**src/rtl/mdu_seq.sv**
```systemverilog
// mdu_seq: multiply/divide sequencer owning the architectural HI/LO registers.
// Handles MULT/MULTU (one extra cycle), DIV/DIVU (32-iteration restoring
// divider plus a sign-fix cycle) and MTHI/MTLO (immediate write).
//
// Ports:
//   clk        clock, all state updates on the rising edge
//   rst        synchronous active-high reset
//   MDU_Start  request strobe, sampled only while idle
//   MDU_Op     001 MULT, 010 MULTU, 011 DIV, 100 DIVU, 101 MTHI, 110 MTLO
//   MDU_A      rs operand (dividend / multiplicand / MTHI-MTLO data)
//   MDU_B      rt operand (divisor / multiplier)
//   MDU_Flush  abort any in-flight operation, cancels a same-cycle request
//   MDU_Busy   registered, high while an operation is in flight
//   MDU_Done   one-cycle pulse after HI/LO write-back of MULT/DIV
//   MDU_HI     HI register
//   MDU_LO     LO register
module mdu_seq #(
  parameter int DATA_W = 32
) (
  input  logic              clk,
  input  logic              rst,
  input  logic              MDU_Start,
  input  logic [2:0]        MDU_Op,
  input  logic [DATA_W-1:0] MDU_A,
  input  logic [DATA_W-1:0] MDU_B,
  input  logic              MDU_Flush,
  output logic              MDU_Busy,
  output logic              MDU_Done,
  output logic [DATA_W-1:0] MDU_HI,
  output logic [DATA_W-1:0] MDU_LO
);

  localparam logic [2:0] OP_MULT  = 3'b001;
  localparam logic [2:0] OP_MULTU = 3'b010;
  localparam logic [2:0] OP_DIV   = 3'b011;
  localparam logic [2:0] OP_DIVU  = 3'b100;
  localparam logic [2:0] OP_MTHI  = 3'b101;
  localparam logic [2:0] OP_MTLO  = 3'b110;

  localparam logic [DATA_W-1:0] ONE = {{(DATA_W-1){1'b0}}, 1'b1};

  typedef enum logic [1:0] {S_IDLE, S_MUL, S_DIV, S_FIX} state_t;

  // Two's-complement magnitude; the most negative value maps onto itself,
  // which reads correctly as the unsigned magnitude 2^(DATA_W-1).
  function automatic logic [DATA_W-1:0] abs_val(input logic [DATA_W-1:0] v);
    return v[DATA_W-1] ? (~v + ONE) : v;
  endfunction

  function automatic logic [DATA_W-1:0] cond_neg(input logic [DATA_W-1:0] v,
                                                 input logic              neg);
    return neg ? (~v + ONE) : v;
  endfunction

  state_t            state;
  logic [5:0]        cnt;
  logic              busy;
  logic              done;
  logic [DATA_W-1:0] hi;
  logic [DATA_W-1:0] lo;

  // Operand / divider datapath registers. quo_p0 holds the multiplicand
  // for MUL and the dividend-shifting-into-quotient for DIV.
  logic [DATA_W-1:0] quo_p0;
  logic [DATA_W-1:0] div_p0;
  logic [DATA_W:0]   rem_p0;
  logic              mul_sgn_p0;
  logic              q_neg_p0;
  logic              r_neg_p0;
  logic              no_wr_p0;

  logic              op_valid;
  logic              accept;
  logic              div_sgn;
  logic [DATA_W:0]   rem_shift;
  logic [DATA_W:0]   rem_trial;
  logic [2*DATA_W-1:0] mul_a;
  logic [2*DATA_W-1:0] mul_b;
  logic [2*DATA_W-1:0] product;

  assign op_valid = (MDU_Op != 3'b000) && (MDU_Op != 3'b111);
  assign accept   = (state == S_IDLE) && MDU_Start && !MDU_Flush && op_valid;
  assign div_sgn  = (MDU_Op == OP_DIV);

  // One restoring-division step: shift in the next dividend bit, trial-subtract.
  assign rem_shift = {rem_p0[DATA_W-1:0], quo_p0[DATA_W-1]};
  assign rem_trial = rem_shift - {1'b0, div_p0};

  // Sign-extending to 2*DATA_W makes the low half of an unsigned multiply
  // equal to the signed product, so one multiplier serves MULT and MULTU.
  assign mul_a   = {{DATA_W{mul_sgn_p0 & quo_p0[DATA_W-1]}}, quo_p0};
  assign mul_b   = {{DATA_W{mul_sgn_p0 & div_p0[DATA_W-1]}}, div_p0};
  assign product = mul_a * mul_b;

  // ---- stage p0: operand capture and divider iteration ----
  always_ff @(posedge clk) begin
    if (accept) begin
      case (MDU_Op)
        OP_MULT, OP_MULTU: begin
          quo_p0     <= MDU_A;
          div_p0     <= MDU_B;
          mul_sgn_p0 <= (MDU_Op == OP_MULT);
        end
        OP_DIV, OP_DIVU: begin
          quo_p0   <= div_sgn ? abs_val(MDU_A) : MDU_A;
          div_p0   <= div_sgn ? abs_val(MDU_B) : MDU_B;
          rem_p0   <= '0;
          q_neg_p0 <= div_sgn & (MDU_A[DATA_W-1] ^ MDU_B[DATA_W-1]);
          r_neg_p0 <= div_sgn & MDU_A[DATA_W-1];
          no_wr_p0 <= (MDU_B == '0);
        end
        default: ;
      endcase
    end else if (state == S_DIV) begin
      if (!rem_trial[DATA_W]) begin
        rem_p0 <= rem_trial;
        quo_p0 <= {quo_p0[DATA_W-2:0], 1'b1};
      end else begin
        rem_p0 <= rem_shift;
        quo_p0 <= {quo_p0[DATA_W-2:0], 1'b0};
      end
    end
  end

  // ---- control FSM and architectural HI/LO ----
  always_ff @(posedge clk) begin
    if (rst) begin
      state <= S_IDLE;
      cnt   <= '0;
      busy  <= 1'b0;
      done  <= 1'b0;
      hi    <= '0;
      lo    <= '0;
    end else begin
      done <= 1'b0;
      if (MDU_Flush && (state != S_IDLE)) begin
        state <= S_IDLE;
        cnt   <= '0;
        busy  <= 1'b0;
      end else begin
        case (state)
          S_IDLE: begin
            if (accept) begin
              case (MDU_Op)
                OP_MULT, OP_MULTU: begin
                  state <= S_MUL;
                  busy  <= 1'b1;
                end
                OP_DIV, OP_DIVU: begin
                  // Zero divisor skips the loop; FIX then leaves HI/LO alone.
                  state <= (MDU_B == '0) ? S_FIX : S_DIV;
                  cnt   <= '0;
                  busy  <= 1'b1;
                end
                OP_MTHI: hi <= MDU_A;
                OP_MTLO: lo <= MDU_A;
                default: ;
              endcase
            end
          end
          S_MUL: begin
            hi    <= product[2*DATA_W-1:DATA_W];
            lo    <= product[DATA_W-1:0];
            state <= S_IDLE;
            busy  <= 1'b0;
            done  <= 1'b1;
          end
          S_DIV: begin
            if (cnt == 6'd31) begin
              state <= S_FIX;
              cnt   <= '0;
            end else begin
              cnt <= cnt + 6'd1;
            end
          end
          S_FIX: begin
            if (!no_wr_p0) begin
              lo <= cond_neg(quo_p0, q_neg_p0);
              hi <= cond_neg(rem_p0[DATA_W-1:0], r_neg_p0);
            end
            state <= S_IDLE;
            busy  <= 1'b0;
            done  <= 1'b1;
          end
          default: state <= S_IDLE;
        endcase
      end
    end
  end

  assign MDU_Busy = busy;
  assign MDU_Done = done;
  assign MDU_HI   = hi;
  assign MDU_LO   = lo;

endmodule
```
**config.mk**
```make
export PLATFORM = sky130hd
export DESIGN_NAME = mdu_seq
export DESIGN_NICKNAME = d
export VERILOG_FILES = /design/src/rtl/mdu_seq.sv
export SDC_FILE = /design/constraint.sdc
export NUM_CORES = 2
export LEC_CHECK = 0
export CAP_MARGIN = 10
export CORE_MARGIN = 2
export CORE_UTILIZATION = 70
export CTS_CLUSTER_SIZE = 24
export DETAILED_ROUTE_END_ITERATION = 16
export DONT_BUFFER_PORTS = 1
export PLACE_DENSITY = 0.86
export REMOVE_ABC_BUFFERS = 1
export SYNTH_ARGS = -nofsm -noshare
export SYNTH_HDL_FRONTEND = slang
export SYNTH_SLANG_ARGS = --single-unit
```
**constraint.sdc**
```tcl
create_clock -name clk -period 21.5 [get_ports clk]
set_clock_uncertainty 0.1 [all_clocks]
set_input_delay 4.3 -clock clk [delete_from_list [all_inputs] [get_ports clk]]
set_output_delay 4.3 -clock clk [all_outputs]
set_load 0.01 [all_outputs]
```
==> key figures <==
Outcome
  • Outcome: finished, final reports clean

Synth
  • Post-synth top cells: inv_1, fa_1, nand2_1
  • Seq/Total Area, Yosys: 0.0908
  • Mapped Area: roughly 49000 um^2
  • Post-synth EDFFs: 100
  • Post-Syn Instances: approximately 5600
  • Ys flop type: edfxtp_1
  • Synth top area cells: fa_1, inv_1, nand2_1, ha_1, edfxtp_1
  • Syn_area_per_cell: 8.89 um^2
  • Synthesized flop and latch total: roughly 170
  • Post-synth top area share: 0.456
  • Warnings from Yosys: 0
  • Most numerous cell in the Yosys netlist: inv_1
  • Synth area leader: fa_1
  • Distinct cells, synth: 70
  • Post-synth ARST share: 0

Routing
  • Antenna viol nets, final: 0
  • WL per Instance: 24.2 um
  • Via count: ~40000
  • Post-route DRC: 0
  • Iteration-0 DRC Markers: between 4000 and 5000
  • Iteration count of the initial detailed-routing pass: 9
  • Routed wire length: 152000 um
  • Via density: 6.34

Timing
  • RSZ-0062 raised after global routing: false
  • Fin Setup TNS: 0 ns
  • Slew Viols, Final: 0
  • Worst-Margin Slew: 1.33 ns
  • Fin crit share: 0.472
  • Setup Viol. Count Final: 0
  • Min Tclk post-route: 10.15 ns
  • Worst Setup Slack, final: 11.35 ns
  • Final hold vios: 0
  • Fmax: about 100 MHz
  • Relative slew margins: 0.115

Global routing
  • Gr usage total: 0.439
  • Initial antenna violation count: 5
  • GR Util met2: 0.683
  • Met1 GRT Util: 0.526
  • First-pass GRT wire length: 243000 um
  • Gr busiest metal: met2
  • Vias in the first global route: 43700
  • GRT met3 Usage: 0.128
  • Total gr overflow: 0
  • Largest net degree at the start of global routing: 76

CTS
  • # H-tree levels: 4
  • Num CTS Buffers: 17
  • Clock buffer depth: 2
  • CTS tree: done
  • Worst-path clk slew: around 0.080 ns
  • Hold_buf cts: 0
  • Postcts setup bufs: 0
  • Post_cts resized: 0
  • Clock Latency Late Sink: 0.49 ns
  • Clk sinks: 174
  • Root Driver: clkbuf_16

Floorplan
  • Die ar.: 72700 um^2
  • Die Y: 270 um
  • Initial Util: 0.707
  • Rows: 97
  • I/O pins: 137
  • Area of the core: about 70000 um^2
  • Die width: around 270 um

Worst setup path
  • Worst-path maximum fanout: 22
  • Crit-path max cell delay: 1.05 ns
  • Critical-path top delay cell: o41ai_1
  • Setup crit start kind: flop
  • Critical Path AT: slightly above 10 ns
  • Required time worst endpoint: 21.74 ns
  • CP dominant cell by count: fa_1
  • Crit Path Class: flop to flop
  • Critical path endpoint category: flop

Job
  • Max-cap check violation count: 0

Placement
  • DP Worst Slack: 11.63 ns
  • GPL Wtd Cong: 1.00
  • Dpl cells: 6259
  • Buffers on Ports: 0
  • HPWL after DPL: ~120000 um

Cells and area
  • Area growth from synthesis to layout: 2.59%
  • Final nets: 6785
  • Layout cells sized above 1: 0.0301
  • Layout Cells excl Fill: 6292

Worst hold path
  • Hold Path Class: flop to flop
-- logic make-up (layout without fill, tap and decap cells) --
group	after synthesis	count (layout)	synth area share
AO/OA/AOI/OAI	631	631	0.0812
XOR/XNOR	205	205	0.0363
adder cells (fa/ha/maj)	1376	1376	0.520
buffers and inverters	1516	1310	0.115
flip-flops	174	174	0.0908
multiplexers	29	29	0.00588
other	0	1	0
AND/OR/NAND/NOR	1626	1626	0.151
-- path summary, 6_finish.rpt --
| kind | depth (start not counted) | slack [ns] | end | from |
|---|---|---|---|---|
| min reg2reg | 2 | 0.41 | MDU_LO[11]$_SDFFE_PP0P_ | MDU_LO[11]$_SDFFE_PP0P_ |
| min | 2 | 0.41 | MDU_LO[11]$_SDFFE_PP0P_ | MDU_LO[11]$_SDFFE_PP0P_ |
| max reg2reg | 27 | 11.35 | MDU_HI[26]$_SDFFE_PP0P_ | mul_sgn_p0$_DFFE_PP_ |
| max | 27 | 11.35 | MDU_HI[26]$_SDFFE_PP0P_ | mul_sgn_p0$_DFFE_PP_ |
-- placed cells by master, fill, tap and decap left out, types with 5 or more instances in the layout --
cell,instances
inv_1,1190
fa_1,1126
nand2_1,862
and2_1,297
ha_1,250
nor2_1,204
o21ai_0,172
a21oi_1,150
xnor2_1,134
edfxtp_1,100
buf_4,85
dfxtp_1,72
xor2_1,71
a21o_1,49
nor3_1,43
nand3_1,42
o31ai_1,42
and3_1,34
o211ai_1,32
a31oi_1,30
mux2i_1,29
a211oi_1,26
nor2b_1,24
nand2b_1,20
o21a_1,20
or3_1,18
clkbuf_16,17
o41ai_1,16
or4_1,15
nand4_1,15
or2_2,14
nor4_1,13
o21bai_1,13
o22ai_1,11
o221ai_1,10
nand3b_1,8
a31o_2,7
a221oi_1,7
a21boi_0,6
clkinv_8,5
-- worst max-delay path: cells and delay by family, from the launching register on --
family | cells | cell delay, ns
buf+inv | 5 | 0.77
fa+ha+maj | 9 | 4.36
compound gates | 9 | 2.93
flops | 1 | 0.85
simple gates | 4 | 0.98
-- routing by layer --
| metal | vias up | wire length, um |
|---|---|---|
| met4 | 4 | 13300 |
| met2 | 2847 | 68800 |
| met3 | 853 | 19900 |
| li1 | 16300 | - |
| met1 | 19800 | 50400 |
| met5 | - | 23 |
-- state kept, by name (all words and copies together) (netlist names) --
signal and cells:
no_wr_p0 1, quo_p0 32, q_neg_p0 1, cnt 6, rem_p0 32, MDU_LO 32
mul_sgn_p0 1, r_neg_p0 1, div_p0 32, MDU_Done 1, MDU_Busy 1, MDU_HI 32
state 2
-- layout make-up --
cell class	instances	area, um^2
flip-flops and latches	174	4490
clock inverters	15	199
fillers	5017	19200
repair buffers	85	638
clock buffers	17	425
diodes	1	2.50
inverters	1193	4480
multi-input cells	3867	39300
well taps	940	1180
-- per-stage QoR --
step / util / hold slack (ns) / area [um^2]
6_report: 0.725 / 0.409 / 50700
5_1_grt: 0.725 / 0.426 / 50700
3_3_place_gp: 0.716 / 0.385 / 50100
4_1_cts: 0.725 / 0.409 / 50700
2_1_floorplan: - / 0.370 / 48200
3_5_place_dp: 0.716 / 0.398 / 50100
Power is not shown: default switching activity piles up to over one toggle a cycle in this logic, so the estimate is an artifact.
